## config.mk

```make
export PLATFORM = sky130hd
export DESIGN_NAME = nfca_rx_frame
export DESIGN_NICKNAME = d
export VERILOG_FILES = /design/src/rtl/nfca_rx_frame.sv
export SDC_FILE = /design/constraint.sdc
export NUM_CORES = 1
export LEC_CHECK = 0
export CORE_MARGIN = 4
export CORE_UTILIZATION = 50
export DETAILED_ROUTE_END_ITERATION = 12
export GPL_TIMING_DRIVEN = 1
export PLACE_DENSITY = 0.74
export SYNTH_ARGS = -nofsm -noshare
export SYNTH_HDL_FRONTEND = slang
export SYNTH_SLANG_ARGS = --single-unit
```

## constraint.sdc

```tcl
create_clock -name clk -period 8.25 [get_ports clk]
set_input_delay 1.65 -clock clk [delete_from_list [all_inputs] [get_ports clk]]
set_output_delay 1.65 -clock clk [all_outputs]
set_load 0.1 [all_outputs]
```

## src/rtl/nfca_rx_frame.sv

```systemverilog
// ---------------------------------------------------------------------------
// nfca_rx_frame
//   Receive-side framer for ISO14443-A PICC->PCD responses.
//
//   It regroups the demodulated LSB-first bit stream into bytes and checks
//   the odd parity bit that follows each complete byte. It handles a short
//   last byte, such as a 4-bit ACK/NAK, and a first byte that completes a
//   PCD anticollision split byte. It also checks CRC_A over the whole frame.
//   Bytes leave as a one-cycle strobe stream with a last flag. There is no
//   backpressure.
//
//   A byte is only known to be the last one when rx_end arrives, so bytes
//   are held back in a small buffer. When rx_end arrives, the buffer is
//   drained one byte per cycle.
//
//   Build option:
//     NFCA_RX_CRC_STRIP_EN -- hold buffer 3 bytes deep. A frame that ends on
//       a byte boundary with a good CRC and at least 3 bytes has its two CRC
//       bytes dropped, and tlast moves onto the last payload byte.
//
//   Ports:
//     clk         system clock
//     rstn        asynchronous active-low reset
//     rx_remainb  valid bits in the PCD's last byte (0 = complete), sampled
//                 at frame start
//     rx_bit_en   strobe: rx_bit valid
//     rx_bit      demodulated bit
//     rx_end      strobe: end of PICC frame
//     rx_tvalid   byte strobe
//     rx_tdata    received byte
//     rx_tdatab   valid bits in rx_tdata (1..8)
//     rx_tlast    last byte of frame
//     rx_tperr    parity error in this byte
//     rx_tcrcok   with rx_tlast: CRC residue zero and >= 3 complete bytes
// ---------------------------------------------------------------------------
module nfca_rx_frame #(
   parameter logic [15:0] CRC_INIT = 16'h6363
) (
   input  logic       clk,
   input  logic       rstn,
   input  logic [2:0] rx_remainb,
   input  logic       rx_bit_en,
   input  logic       rx_bit,
   input  logic       rx_end,
   output logic       rx_tvalid,
   output logic [7:0] rx_tdata,
   output logic [3:0] rx_tdatab,
   output logic       rx_tlast,
   output logic       rx_tperr,
   output logic       rx_tcrcok
);

`ifdef NFCA_RX_CRC_STRIP_EN
   localparam int HOLD  = 3;
   localparam bit STRIP = 1'b1;
`else
   localparam int HOLD  = 1;
   localparam bit STRIP = 1'b0;
`endif
   // One slot beyond HOLD: in the rx_end cycle, a freshly completed byte is
   // pushed without displacing the oldest byte, and then everything drains.
   localparam int DEPTH = HOLD + 1;
   localparam int QW    = $clog2(DEPTH + 1);

   typedef enum logic [1:0] {IDLE, DATA, PARITY} state_t;

   typedef struct packed {
      logic [7:0] data;
      logic [3:0] datab;
      logic       perr;
   } ent_t;

   state_t          state_q, state_d;
   logic [2:0]      k0_q, k0_d;
   logic            first_q, first_d;
   logic [7:0]      sh_q, sh_d;
   logic [3:0]      bitcnt_q, bitcnt_d;
   logic [15:0]     crc_q, crc_d;
   logic [11:0]     nbyte_q, nbyte_d;
   ent_t            q_q [DEPTH];
   ent_t            q_d [DEPTH];
   logic [QW-1:0]   qcnt_q, qcnt_d;
   logic [QW-1:0]   dcnt_q, dcnt_d;
   logic            crcok_q, crcok_d;

   logic            tvalid_q, tvalid_d;
   logic [7:0]      tdata_q, tdata_d;
   logic [3:0]      tdatab_q, tdatab_d;
   logic            tlast_q, tlast_d;
   logic            tperr_q, tperr_d;
   logic            tcrcok_q, tcrcok_d;

   ent_t            ent;
   logic [3:0]      tgt;
   logic [2:0]      pos;

   // CRC_A byte step (reflected 0x1021, the same as on the TX side).
   function automatic logic [15:0] crc_step(input logic [15:0] c, input logic [7:0] b);
      logic [7:0] ch;
      ch = b ^ c[7:0];
      ch = ch ^ {ch[3:0], 4'h0};
      return {8'h00, c[15:8]} ^ {ch, 8'h00} ^ {5'h00, ch, 3'h0} ^ {12'h000, ch[7:4]};
   endfunction

   always_comb begin
      state_d  = state_q;
      k0_d     = k0_q;
      first_d  = first_q;
      sh_d     = sh_q;
      bitcnt_d = bitcnt_q;
      crc_d    = crc_q;
      nbyte_d  = nbyte_q;
      q_d      = q_q;
      qcnt_d   = qcnt_q;
      dcnt_d   = dcnt_q;
      crcok_d  = crcok_q;
      tvalid_d = 1'b0;
      tdata_d  = '0;
      tdatab_d = '0;
      tlast_d  = 1'b0;
      tperr_d  = 1'b0;
      tcrcok_d = 1'b0;
      ent      = '0;
      pos      = '0;
      // The first byte carries only 8-k0 bits; its low k0 positions are 0.
      tgt      = first_q ? (4'd8 - {1'b0, k0_q}) : 4'd8;

      // End-of-frame drain. Bit strobes are hundreds of clocks apart, so the
      // drain always finishes before the next frame can complete a byte.
      if (dcnt_q != '0) begin
         tvalid_d = 1'b1;
         tdata_d  = q_d[0].data;
         tdatab_d = q_d[0].datab;
         tperr_d  = q_d[0].perr;
         tlast_d  = (dcnt_q == QW'(1));
         tcrcok_d = tlast_d & crcok_q;
         for (int i = 0; i < DEPTH - 1; i++) q_d[i] = q_d[i+1];
         q_d[DEPTH-1] = '0;
         qcnt_d = qcnt_d - QW'(1);
         dcnt_d = dcnt_q - QW'(1);
      end

      if (rx_bit_en) begin
         case (state_q)
            IDLE: begin
               k0_d           = rx_remainb;
               first_d        = 1'b1;
               sh_d           = '0;
               sh_d[rx_remainb] = rx_bit;
               bitcnt_d       = 4'd1;
               state_d        = (rx_remainb == 3'd7) ? PARITY : DATA;
            end
            DATA: begin
               pos       = bitcnt_q[2:0] + (first_q ? k0_q : 3'd0);
               sh_d[pos] = rx_bit;
               bitcnt_d  = bitcnt_q + 4'd1;
               if (bitcnt_d == tgt) state_d = PARITY;
            end
            PARITY: begin
               ent.data  = sh_q;
               ent.datab = tgt;
               ent.perr  = (rx_bit != ~^sh_q);
               crc_d     = crc_step(crc_q, sh_q);
               if (nbyte_q != 12'hFFF) nbyte_d = nbyte_q + 12'd1;
               for (int i = 0; i < DEPTH; i++)
                  if (qcnt_d == QW'(i)) q_d[i] = ent;
               qcnt_d = qcnt_d + QW'(1);
               // Buffer overflow: the oldest byte cannot be last any more.
               // With rx_end in the same cycle, the drain below takes everything.
               if (!rx_end && qcnt_d > QW'(HOLD)) begin
                  tvalid_d = 1'b1;
                  tdata_d  = q_d[0].data;
                  tdatab_d = q_d[0].datab;
                  tperr_d  = q_d[0].perr;
                  for (int i = 0; i < DEPTH - 1; i++) q_d[i] = q_d[i+1];
                  q_d[DEPTH-1] = '0;
                  qcnt_d = qcnt_d - QW'(1);
               end
               sh_d     = '0;
               bitcnt_d = '0;
               first_d  = 1'b0;
               state_d  = DATA;
            end
            default: ;
         endcase
      end

      // End is evaluated after any same-cycle bit, so an rx_end that
      // coincides with the first bit of a frame still closes that frame.
      if (rx_end && state_d != IDLE) begin
         if (bitcnt_d != '0) begin
            ent.data  = sh_d;
            ent.datab = bitcnt_d;
            ent.perr  = 1'b0;
            for (int i = 0; i < DEPTH; i++)
               if (qcnt_d == QW'(i)) q_d[i] = ent;
            qcnt_d  = qcnt_d + QW'(1);
            crcok_d = 1'b0;
         end else begin
            crcok_d = (crc_d == 16'h0000) && (nbyte_d >= 12'd3);
            // Drop the two newest entries, which are the CRC bytes.
            if (STRIP && crcok_d && qcnt_d >= QW'(3)) qcnt_d = qcnt_d - QW'(2);
         end
         dcnt_d   = qcnt_d;
         state_d  = IDLE;
         crc_d    = CRC_INIT;
         nbyte_d  = '0;
         bitcnt_d = '0;
         sh_d     = '0;
         first_d  = 1'b0;
      end
   end

   always_ff @(posedge clk or negedge rstn) begin
      if (!rstn) begin
         state_q  <= IDLE;
         k0_q     <= '0;
         first_q  <= 1'b0;
         sh_q     <= '0;
         bitcnt_q <= '0;
         crc_q    <= CRC_INIT;
         nbyte_q  <= '0;
         for (int i = 0; i < DEPTH; i++) q_q[i] <= '0;
         qcnt_q   <= '0;
         dcnt_q   <= '0;
         crcok_q  <= 1'b0;
         tvalid_q <= 1'b0;
         tdata_q  <= '0;
         tdatab_q <= '0;
         tlast_q  <= 1'b0;
         tperr_q  <= 1'b0;
         tcrcok_q <= 1'b0;
      end else begin
         state_q  <= state_d;
         k0_q     <= k0_d;
         first_q  <= first_d;
         sh_q     <= sh_d;
         bitcnt_q <= bitcnt_d;
         crc_q    <= crc_d;
         nbyte_q  <= nbyte_d;
         q_q      <= q_d;
         qcnt_q   <= qcnt_d;
         dcnt_q   <= dcnt_d;
         crcok_q  <= crcok_d;
         tvalid_q <= tvalid_d;
         tdata_q  <= tdata_d;
         tdatab_q <= tdatab_d;
         tlast_q  <= tlast_d;
         tperr_q  <= tperr_d;
         tcrcok_q <= tcrcok_d;
      end
   end

   assign rx_tvalid = tvalid_q;
   assign rx_tdata  = tdata_q;
   assign rx_tdatab = tdatab_q;
   assign rx_tlast  = tlast_q;
   assign rx_tperr  = tperr_q;
   assign rx_tcrcok = tcrcok_q;

endmodule

```

* Word-level counts from Yosys, hierarchy flattened
Index checks and enable logic that the tools add are counted.
** Storage, ports and cells
- Register bits after elaboration :: 93
- Latch bits :: 0
- RAM bits :: 0
- Memory bits (read-only) :: 0
- Word-level logic and storage cells :: 137
- Memories :: 0
** Operators by class
- $add $sub $neg :: 9
- Multiply operators :: 0
- Div/mod/pow operators :: 0
- $lt $le $gt $ge :: 6
- Equal/unequal tests :: 9
- Shift-type cells :: 0
- Mux-type cells :: 65
- Bitwise operators :: 7
- Reductions and logical operators :: 19
** Operator list (number)
- $mux W26 :: 6
- $mux W13 :: 4
- $mux W12 :: 4
- $mux W16 :: 3
- $mux W8 :: 6
- $mux W4 :: 7
- $mux W2 :: 12
- $pmux W8 S3 :: 1
- $logic_not A16 Y1 :: 1
- $xor A16 B11 Y16 :: 1
- $xor A16 B4 Y16 :: 1
- $xor A8 B16 Y16 :: 1
- $xor A8 B8 Y8 :: 2
- $mux W1 :: 15
- $add A12 B1 Y12 const B :: 1
- $ge A12 B2 Y1 const B :: 1
- $ne A12 B12 Y1 const B :: 1
- $pmux W4 S3 :: 1
- $and A8 B8 Y8 :: 1
- $bwmux W8 :: 1
- $eq A2 B1 Y1 const B :: 4
- $lt A3 B4 Y1 const B :: 2
- $reduce_bool A2 Y1 :: 4
- $reduce_xnor A8 Y1 :: 1
- 22 further kinds :: 34

* Logic depth before layout (Yosys ltp)
Gate-level depths: netlist of the first run.
- Word-level depth :: 12
- Gate-level depth with buffers :: 15
- Mapped depth without buffers :: 13

* Worst setup path before layout of the first run
No wires, ideal clock.
- Path kind :: input to register
- From :: input port rx_bit_en
- To :: register q_q[23] in the netlist's numbering
- Arrival time :: 3383 ps
- Required time :: 8175 ps
- Setup slack :: 4793 ps
- Cell stages on the path :: 12
- Path buffers :: 4
- Cells stage by stage :: buf_4 nand3b_1 buf_2 buf_2 a21oi_1 inv_1 ha_1 nand2_1 nor2b_4 buf_6 a221o_1 o21ai_2
** RTL lines
- start: declaration :: RTL line 42 : input logic rx_bit_en,
- end signal: assignment :: RTL line 241 : q_q <= q_d;
- end: declaration :: RTL line 80 : ent_t q_q [DEPTH];

==> results of run 1 <==
==> power by group <==
group | leakage (nW) | total [mW] | internal, mW | switching (mW)
clock network | 0.155 | 0.434 | 0.258 | 0.176
logic | 1.24 | 0.951 | 0.303 | 0.648
registers | 1.24 | 0.595 | 0.534 | 0.0615
==> placed cells by master (no fill, tap or decap), drive strengths merged, types with 3 or more instances in the layout <==
cell type / n
ha: 10
o22ai: 18
mux2i: 20
a221o: 6
xor2: 13
and3: 7
o221ai: 5
o211ai: 9
nor3: 15
nand2b: 5
a221oi: 12
xnor2: 40
a21o: 3
a32oi: 3
o21ai: 49
nand3: 13
clkbuf: 12
clkdlybuf4s50: 22
a22oi: 29
dfstp: 8
nand2: 63
and2: 8
dfrtp: 85
a211oi: 3
mux2: 9
nand3b: 6
nor2: 68
nand4: 6
nor2b: 8
a21oi: 33
buf: 7
inv: 14
==> metal layers <==
metal  share of wire  vias up
met5               0        -
met4           0.023        0
met3           0.074       42
met2            0.49      217
met1            0.41     2405
li1                -     2323
==> cell type report <==
type,instances,area share
clock inverters,3,0.006848
well taps,143,0.02798
multi-input cells,491,0.5071
inverters,14,0.008218
flip-flops and latches,93,0.3655
repair buffers,29,0.04265
clock buffers,12,0.04167
==> critical path, cell delays in order <==
cell,delay (ns)
clkdlybuf4s50_1,0.88
nor2b_1,0.30
nand2_1,0.09
a31oi_1,0.58
nand4_4,0.31
nand3_1,0.54
o21ai_0,0.18
a221oi_1,0.26
==> worst paths after layout <==
kind	from	end	slack, ns	depth (start not counted)
min in group asynchronous	rstn	q_q[3]$_DFF_PN0_	1.21	1
min reg2reg	crc_q[8]$_DFF_PN1_	crc_q[8]$_DFF_PN1_	0.52	2
min	crc_q[8]$_DFF_PN1_	crc_q[8]$_DFF_PN1_	0.52	2
max	rx_bit_en	q_q[13]$_DFF_PN0_	3.69	8
max in group asynchronous	rstn	crc_q[12]$_DFF_PN0_	5.86	2
max reg2reg	dcnt_q[0]$_DFFE_PN0P_	rx_tdatab[3]$_DFF_PN0_	4.56	12
==> kinds of logic (layout without fill, tap and decap cells) <==
kind of cell	count (synthesis)	in the layout	share of synthesized area
multiplexers	29	29	0.05140
adder cells (fa/ha/maj)	11	11	0.02474
AND/OR/NAND/NOR	208	208	0.1689
AO/OA/AOI/OAI	190	190	0.2188
flip-flops	93	93	0.3984
XOR/XNOR	53	53	0.08808
buffers and inverters	64	58	0.04969
==> per-stage QoR <==
stage	std cells	instance area, µm²	hold slack, ns	total power [mW]	util
global route	785	6395	0.5416	2.103	0.5577
global placement	770	6085	0.5020	1.512	0.5306
detailed placement	770	6085	0.5109	1.539	0.5306
CTS	785	6395	0.5242	1.977	0.5577
finish	785	6395	0.5205	1.980	0.5577
floorplan	648	5867	0.4486	1.329	-
==> flip-flops by register name (all words and copies together) (netlist names), 2 cells and up <==
| signal | flops |
|---|---|
| bitcnt_q | 4 |
| crc_q | 16 |
| dcnt_q | 2 |
| k0_q | 3 |
| nbyte_q | 12 |
| q_q | 26 |
| qcnt_q | 2 |
| rx_tdata | 8 |
| rx_tdatab | 4 |
| sh_q | 8 |
| state_q | 2 |
==> results.py, run 1 <==
metrics = {
    "cts": {
        "cts_resized": 0,
        "holdBufCountCts": 0,
        "cts_tree": "yes",
        "htree_levels": 3,
        "postCtsSetupRepairBufs": 0,
        "cts_made_buffers": 9,
        "clk_path_buf_depth": 2,
        "cts-root-buf": "clkbuf_16",
        "cts.sinks": 93,
        "clk_pin_slew_ns": 0.06,
        "insertion_delay_ns": 0.35,
    },
    "worst_setup_path": {
        "crit_arrival_ns": 4.80,
        "worst-setup-path-type": "in -> reg",
        "startpoint_type": "primary input",
        "worstPathRequired_ns": 8.49,
        "critPathCaptureType": "flop",
        "critPathMaxFanout": 20,
    },
    "global_routing": {
        "antenna_found_initial": 0,
        "grt_pass1_wl_mm": 24.96,
        "top_usage_layer": "met2",
        "use_met2": 0.3837,
        "overflow": 0,
        "grt.total_usage": 0.2325,
        "use_met1": 0.2998,
        "met3_usage": 0.03679,
        "grt_max_degree": 66,
        "grt_pass1_vias": 4959,
    },
    "synthesis": {
        "synth-seq-cells": 93,
        "netlist_area_um2": 5867,
        "ys.flop_type": "dfrtp_1",
        "yosysMostFrequentCell": "dfrtp_1",
        "async_flop_share": 1.000,
        "yosysUniqueCellTypes": 66,
        "synth_common_cells": "dfrtp_1 (85), nor2_1 (67), nand2_1 (63)",
        "ys_seq_area_frac": 0.3984,
        "synth_area_leader_cell": "dfrtp_1",
        "yosysTopAreaCellShare": 0.3626,
        "synth_area_leaders": "dfrtp_1 (36%), xnor2_1 (4.9%), nor2_1 (4.3%), nand2_1 (4.0%), o21ai_0 (3.9%)",
        "syn_nets": 667,
        "yosys_warnings": 0,
        "synth_edf_count": 0,
        "avgSynthCellArea_um2": 9.054,
        "synthCells": 648,
    },
    "pwr": {
        "total_leakage_power_nw": 2.630,
        "p_per_area_nw_per_um2": 309.7,
        "peakVddDrop_uv": 226.6,
    },
    "run_status": {
        "outcome": "complete, no violations",
    },
    "flow_run": {
        "cap_viol_max_count": 0,
    },
    "sta": {
        "slew_headroom": 0.3506,
        "hold_violations": 0,
        "max_freq_ghz": 0.2192,
        "setup_violations": 0,
        "setup_ws_ns": 3.688,
        "grt_setup_unrepaired": "false",
        "fin_crit_ns": 4.562,
        "post-route-period-util": 0.5530,
        "fin_skew_ns": 0.009012,
        "tns_ns": 0,
        "finalMaxSlewViolations": 0,
        "tightestPinTransition_ns": 0.9711,
    },
    "min_path": {
        "hp-class": "reg -> reg",
    },
    "drt": {
        "drc": 0,
        "routed_wl_mm": 14.84,
        "dr.pass1.iters": 5,
        "avgViaCountPerCell": 6.353,
        "drt_iter0_drc": 665,
        "wl_per_cell_um": 18.91,
        "routed-via-count": 4987,
        "detail-route-antenna-nets": 0,
    },
    "layout": {
        "n_antenna_cell": 0,
        "regArea_um2": 2337,
        "fill_cells": 990,
        "multiInputGateArea_um2": 3243,
        "area_growth_pct": 9.000,
        "fin_nets": 657,
        "drive_gt1_frac": 0.09190,
    },
    "floorplan": {
        "rows": 39,
        "core_um2": 11470,
        "pin_count": 24,
        "start_util": 0.5116,
        "die_w_um": 116.3,
        "die_area_um2": 13530,
        "die_y_um": 116.3,
    },
    "placed_design": {
        "dpl.hpwl_mm": 10.05,
        "io_buffers": 23,
        "pre_cts_ws_ns": 3.473,
        "gp_congestion": 0.9122,
    },
}
No activity file was read; power rests on OpenSTA's default activity.
==> inputs of run 2 (changes only) <==
Clock period 8.25 ns to 4.4 ns, I/O delays scaled along.
==> results.py, run 2 (synthesized netlist as in run 1, its figures left out) <==
metrics = {
    "floorplan": {
        "die_y_um": 116.3,
        "start_util": 0.5116,
        "die_area_um2": 13530,
        "die_w_um": 116.3,
        "core_um2": 11470,
        "pin_count": 24,
        "rows": 39,
    },
    "cts": {
        "clk_pin_slew_ns": 0.06,
        "insertion_delay_ns": 0.35,
        "cts.sinks": 93,
        "htree_levels": 3,
        "cts_made_buffers": 9,
        "clk_path_buf_depth": 2,
        "cts_tree": "yes",
        "holdBufCountCts": 0,
        "postCtsSetupRepairBufs": 0,
        "cts_resized": 0,
        "cts-root-buf": "clkbuf_16",
    },
    "placed_design": {
        "gp_congestion": 0.8960,
        "io_buffers": 23,
        "dpl.hpwl_mm": 10.33,
        "placed_area_um2": 6107,
    },
    "pwr": {
        "p_per_area_nw_per_um2": 569.6,
        "total_leakage_power_nw": 2.620,
        "totalPowerFinal_mw": 3.634,
        "peakVddDrop_uv": 511.8,
    },
    "worst_setup_path": {
        "critPathCaptureType": "flop",
        "worstPathRequired_ns": 4.61,
        "startpoint_type": "flop",
        "cp_cell_sequence": "nand2_1, inv_1, ha_1, inv_1, fa_1, xnor2_1, xnor2_2, nor2_1, nand2_1, mux2_2, a221oi_1, o21ai_0",
        "cp_slowest_cell": "dfrtp_1",
        "worst-setup-path-type": "reg -> reg",
        "critPathMaxFanout": 10,
        "critPathTopFamily": "compound AO/OA/AOI/OAI gates",
        "crit_buf_inv": 2,
        "max_stage_delay_ns": 0.54,
        "crit_arrival_ns": 3.58,
    },
    "sta": {
        "tns_ns": 0,
        "slew_headroom": 0.3491,
        "post-route-period-util": 0.7680,
        "max_freq_ghz": 0.2959,
        "hold_violations": 0,
        "fin_crit_ns": 3.379,
        "finalMaxSlewViolations": 0,
        "tightestPinTransition_ns": 0.9732,
        "fin_skew_ns": 0.009659,
        "grt_setup_unrepaired": "false",
        "setup_violations": 0,
        "holdWs_ns": 0.5139,
    },
    "run_status": {
        "outcome": "complete, no violations",
    },
    "global_routing": {
        "grt_max_degree": 63,
        "grt.total_usage": 0.2311,
        "overflow": 0,
        "grt_pass1_vias": 4942,
        "grt_pass1_wl_mm": 24.85,
        "antenna_found_initial": 0,
    },
    "drt": {
        "drc": 0,
        "wl_per_cell_um": 18.79,
        "avgViaCountPerCell": 6.362,
        "routed_wl_mm": 14.82,
        "dr.pass1.iters": 6,
        "drt_iter0_drc": 612,
        "routed-via-count": 5020,
        "detail-route-antenna-nets": 0,
    },
    "min_path": {
        "hp-class": "reg -> reg",
    },
    "layout": {
        "n_antenna_cell": 0,
        "top_register": "q_q",
        "fin_nets": 660,
        "largest_reg_flops": 26,
        "final_common_cell": "dfrtp_1",
        "fill_cells": 1005,
        "top_regs": "q_q: 26 flops, crc_q: 16 flops, nbyte_q: 12 flops",
        "drive_gt1_frac": 0.09288,
        "layout_common_cells": "dfrtp_1 (85), nor2_1 (66), nand2_1 (63), o21ai_0 (46), xnor2_1 (33)",
        "fin_util": 0.5562,
        "area_growth_pct": 8.723,
        "design_area_um2": 6379,
    },
    "flow_run": {
        "cap_viol_max_count": 0,
    },
}
-- run 2: cell type report --
class	count	area, µm²	share of cell area
multi-input cells	491	3243	0.5084
flip-flops and latches	93	2337	0.3664
repair buffers	32	295.3	0.04629
clock buffers	13	250.2	0.03923
well taps	143	178.9	0.02805
inverters	14	52.55	0.008239
clock inverters	3	21.27	0.003335
-- run 2: through the flow --
| step | instances | worst slack [ns] |
|---|---|---|
| after floorplan | 648 | 1.671 |
| after global placement | 773 | 0.8217 |
| after detailed placement | 773 | 0.7242 |
| after CTS | 789 | 1.077 |
| after global routing | 789 | 0.7886 |
| final | 789 | 1.021 |
-- run 2: worst reg2reg max path, delay by kind of cell, from the launching register on --
family	cells	cell delay (ns)
buffers and inverters	2	0.19
xor gates and xnor gates	2	0.64
DFF	1	0.54
muxes	1	0.33
adders and majority gates	2	0.56
AOI/OAI and AO/OA	2	0.70
and+or+nand+nor	3	0.29
-- run 2: metal layers --
metal,GRT usage,wire length [µm],part of all wire,up-vias
met2,0.3833,7183,0.48,197
met1,0.2979,6335,0.43,2457
li1,-,-,-,2329
met3,0.03420,927,0.063,37
met4,0.1083,377,0.025,0
met5,0,0,0,-
-- run 2: worst paths after layout --
check | start | endpoint | slack, ns | cells after the start
max reg2reg | first_q$_DFFE_PN0P_ | q_q[21]$_DFF_PN0_ | 1.02 | 12
min reg2reg | q_q[13]$_DFF_PN0_ | rx_tperr$_DFF_PN0_ | 0.51 | 2
max | first_q$_DFFE_PN0P_ | q_q[21]$_DFF_PN0_ | 1.02 | 12
min in group asynchronous | rstn | rx_tdatab[0]$_DFF_PN0_ | 0.61 | 1
min | q_q[13]$_DFF_PN0_ | rx_tperr$_DFF_PN0_ | 0.51 | 2
max in group asynchronous | rstn | nbyte_q[5]$_DFF_PN0_ | 2.89 | 2
-- run 2: power by group --
group          total [mW]  switching, mW  internal (mW)  leakage [nW]
registers            1.12          0.119           1.00          1.24
clock network       0.727          0.327          0.399         0.130
logic                1.79           1.20          0.586          1.26
total                3.63           1.65           1.99          2.62
==> inputs of run 3 (changes only) <==
Settings changed: PLACE_DENSITY 0.74 to 0.76.
Clock period 4.4 ns to 2.9 ns, I/O delays scaled along.
==> results.py, run 3 (synthesized netlist as in run 1, its figures left out) <==
metrics = {
    "run_status": {
        "outcome": "complete, no violations",
    },
    "worst_setup_path": {
        "worst_r2r_endpoint": "q_q[17]$_DFF_PN0_",
        "critPathMaxFanout": 13,
        "crit_arrival_ns": 3.01,
        "crit_buf_inv": 2,
        "regToRegStartpoint": "dcnt_q[0]$_DFFE_PN0P_",
        "reg2reg_slack_ns": 0.15,
        "startpoint_type": "flop",
        "crit_start": "dcnt_q[0]$_DFFE_PN0P_",
        "cp_slowest_cell": "or2_2",
        "critPathTopFamily": "simple AND/OR/NAND/NOR gates",
        "critPathCaptureType": "flop",
        "crit_cells": 11,
        "cp_cell_sequence": "inv_1, ha_2, xor2_1, inv_1, ha_1, or2_2, nand2_2, nand2_1, a22oi_1, o22ai_1, o22ai_1",
        "max_stage_delay_ns": 0.44,
        "r2r.worst_path.cells": 11,
        "worst-setup-path-type": "reg -> reg",
        "worstPathRequired_ns": 3.15,
    },
    "global_routing": {
        "grt_pass1_vias": 5074,
        "grt.total_usage": 0.2365,
        "antenna_found_initial": 0,
        "grt_pass1_wl_mm": 25.13,
        "overflow": 0,
        "grt_max_degree": 50,
    },
    "layout": {
        "largest_reg_flops": 26,
        "design_area_um2": 6759,
        "area_growth_pct": 15.21,
        "fin_nets": 706,
        "layout_common_cells": "dfrtp_1 (85), buf_4 (71), nor2_1 (66), nand2_1 (62), o21ai_0 (44)",
        "drive_gt1_frac": 0.1864,
        "n_antenna_cell": 0,
        "final_common_cell": "dfrtp_1",
        "top_register": "q_q",
        "top_regs": "q_q: 26 flops, crc_q: 16 flops, nbyte_q: 12 flops",
        "fin_cells": 835,
    },
    "pwr": {
        "p_per_area_nw_per_um2": 876.3,
        "pwr-share-seq": 0.286,
        "power_frac_comb": 0.507,
        "peakVddDrop_uv": 793.3,
        "clkPwrFrac": 0.207,
        "total_leakage_power_nw": 2.902,
        "p_sw_frac": 0.4467,
        "power.switching_mw": 2.646,
        "internal_power_mw": 3.277,
        "totalPowerFinal_mw": 5.923,
    },
    "cts": {
        "cts-root-buf": "clkbuf_16",
        "cts_tree": "yes",
        "htree_levels": 3,
        "cts_made_buffers": 9,
        "cts.sinks": 93,
        "clk_path_buf_depth": 2,
        "insertion_delay_ns": 0.35,
        "clk_pin_slew_ns": 0.07,
    },
    "drt": {
        "routed_wl_mm": 15.48,
        "detail-route-antenna-nets": 0,
        "met3_wirelength_mm": 1.030,
        "routed-via-count": 5204,
        "wl_per_cell_um": 18.54,
        "highest_layer": "met4",
        "avgViaCountPerCell": 6.232,
        "drt_iter0_drc": 586,
        "dr.pass1.iters": 5,
        "wl_met2_mm": 7.353,
        "drc": 0,
        "wl_met1_mm": 6.635,
    },
    "floorplan": {
        "die_area_um2": 13530,
        "die_w_um": 116.3,
        "rows": 39,
        "pin_count": 24,
        "die_y_um": 116.3,
        "start_util": 0.5116,
        "core_um2": 11470,
    },
    "placed_design": {
        "placed_cells": 812,
        "gp_congestion": 0.9589,
        "pre_cts_ws_ns": -0.01077,
        "placed_area_um2": 6372,
        "dpl.hpwl_mm": 11.30,
        "io_buffers": 23,
    },
    "sta": {
        "hold_violations": 0,
        "finalMaxSlewViolations": 0,
        "grt_setup_unrepaired": "false",
        "fin_crit_ns": 2.750,
        "setup_violations": 0,
        "setup_ws_ns": 0.1497,
        "tightestPinTransition_ns": 0.7521,
        "post-route-period-util": 0.9484,
        "fin_skew_ns": 0.009291,
        "slew_headroom": 0.4976,
        "max_freq_ghz": 0.3636,
    },
    "flow_run": {
        "cap_viol_max_count": 0,
    },
    "min_path": {
        "hp-class": "in -> async",
    },
}
## run 3: cell type report
class / count / area [µm²]
inverter: 14 / 52.55
timing repair buffer: 78 / 613.1
clock inverter: 6 / 67.56
multi-input combinational: 491 / 3271
clock buffer: 10 / 239.0
fill: 958 / 4708
tap: 143 / 178.9
sequential: 93 / 2337
## run 3: metal layers
layer  track usage  up-vias
met5             0        -
met4        0.1114        0
met3       0.03990       35
met2        0.3757      206
met1        0.3157     2544
li1              -     2419
## run 3: power by group through the flow
stage	combinational, mW	clock [mW]	sequential (mW)
after floorplan	1.68	0	2.10
after global placement	2.82	0	1.70
after detailed placement	2.89	0	1.71
after CTS	2.91	1.24	1.69
after global routing	3.21	1.30	1.72
final	3.00	1.23	1.69
## run 3: how the worst max path moves through the flow
| stage | to | slack [ns] |
|---|---|---|
| final | q_q[17]$_DFF_PN0_ | 0.15 |
| after global routing | q_q[21]$_DFF_PN0_ | 0.006 |
| after CTS | q_q[22]$_DFF_PN0_ | 0.03 |
| after detailed placement | dcnt_q[1]$_DFFE_PN0P_ | -0.01 |
| after global placement | crcok_q$_DFFE_PN0N_ | 0.02 |
| after floorplan | q_q[21]$_DFF_PN0_ | 0.17 |
## run 3: timing repair
action,in CTS,in global routing
buffers inserted,0,7
endpoints found under the setup margin,1,20
pin swaps,0,2
hold buffers,0,0
gates resized for setup,1,6
## run 3: through the flow
step | TNS, ns | utilization | hold WS, ns
final | 0 | 0.5894 | 0.2581
after global routing | 0 | 0.5894 | 0.3112
after CTS | 0 | 0.5824 | 0.2778
after detailed placement | -0.02847 | 0.5557 | 0.5081
after global placement | 0 | 0.5557 | 0.4898
after floorplan | 0 | - | 0.2844
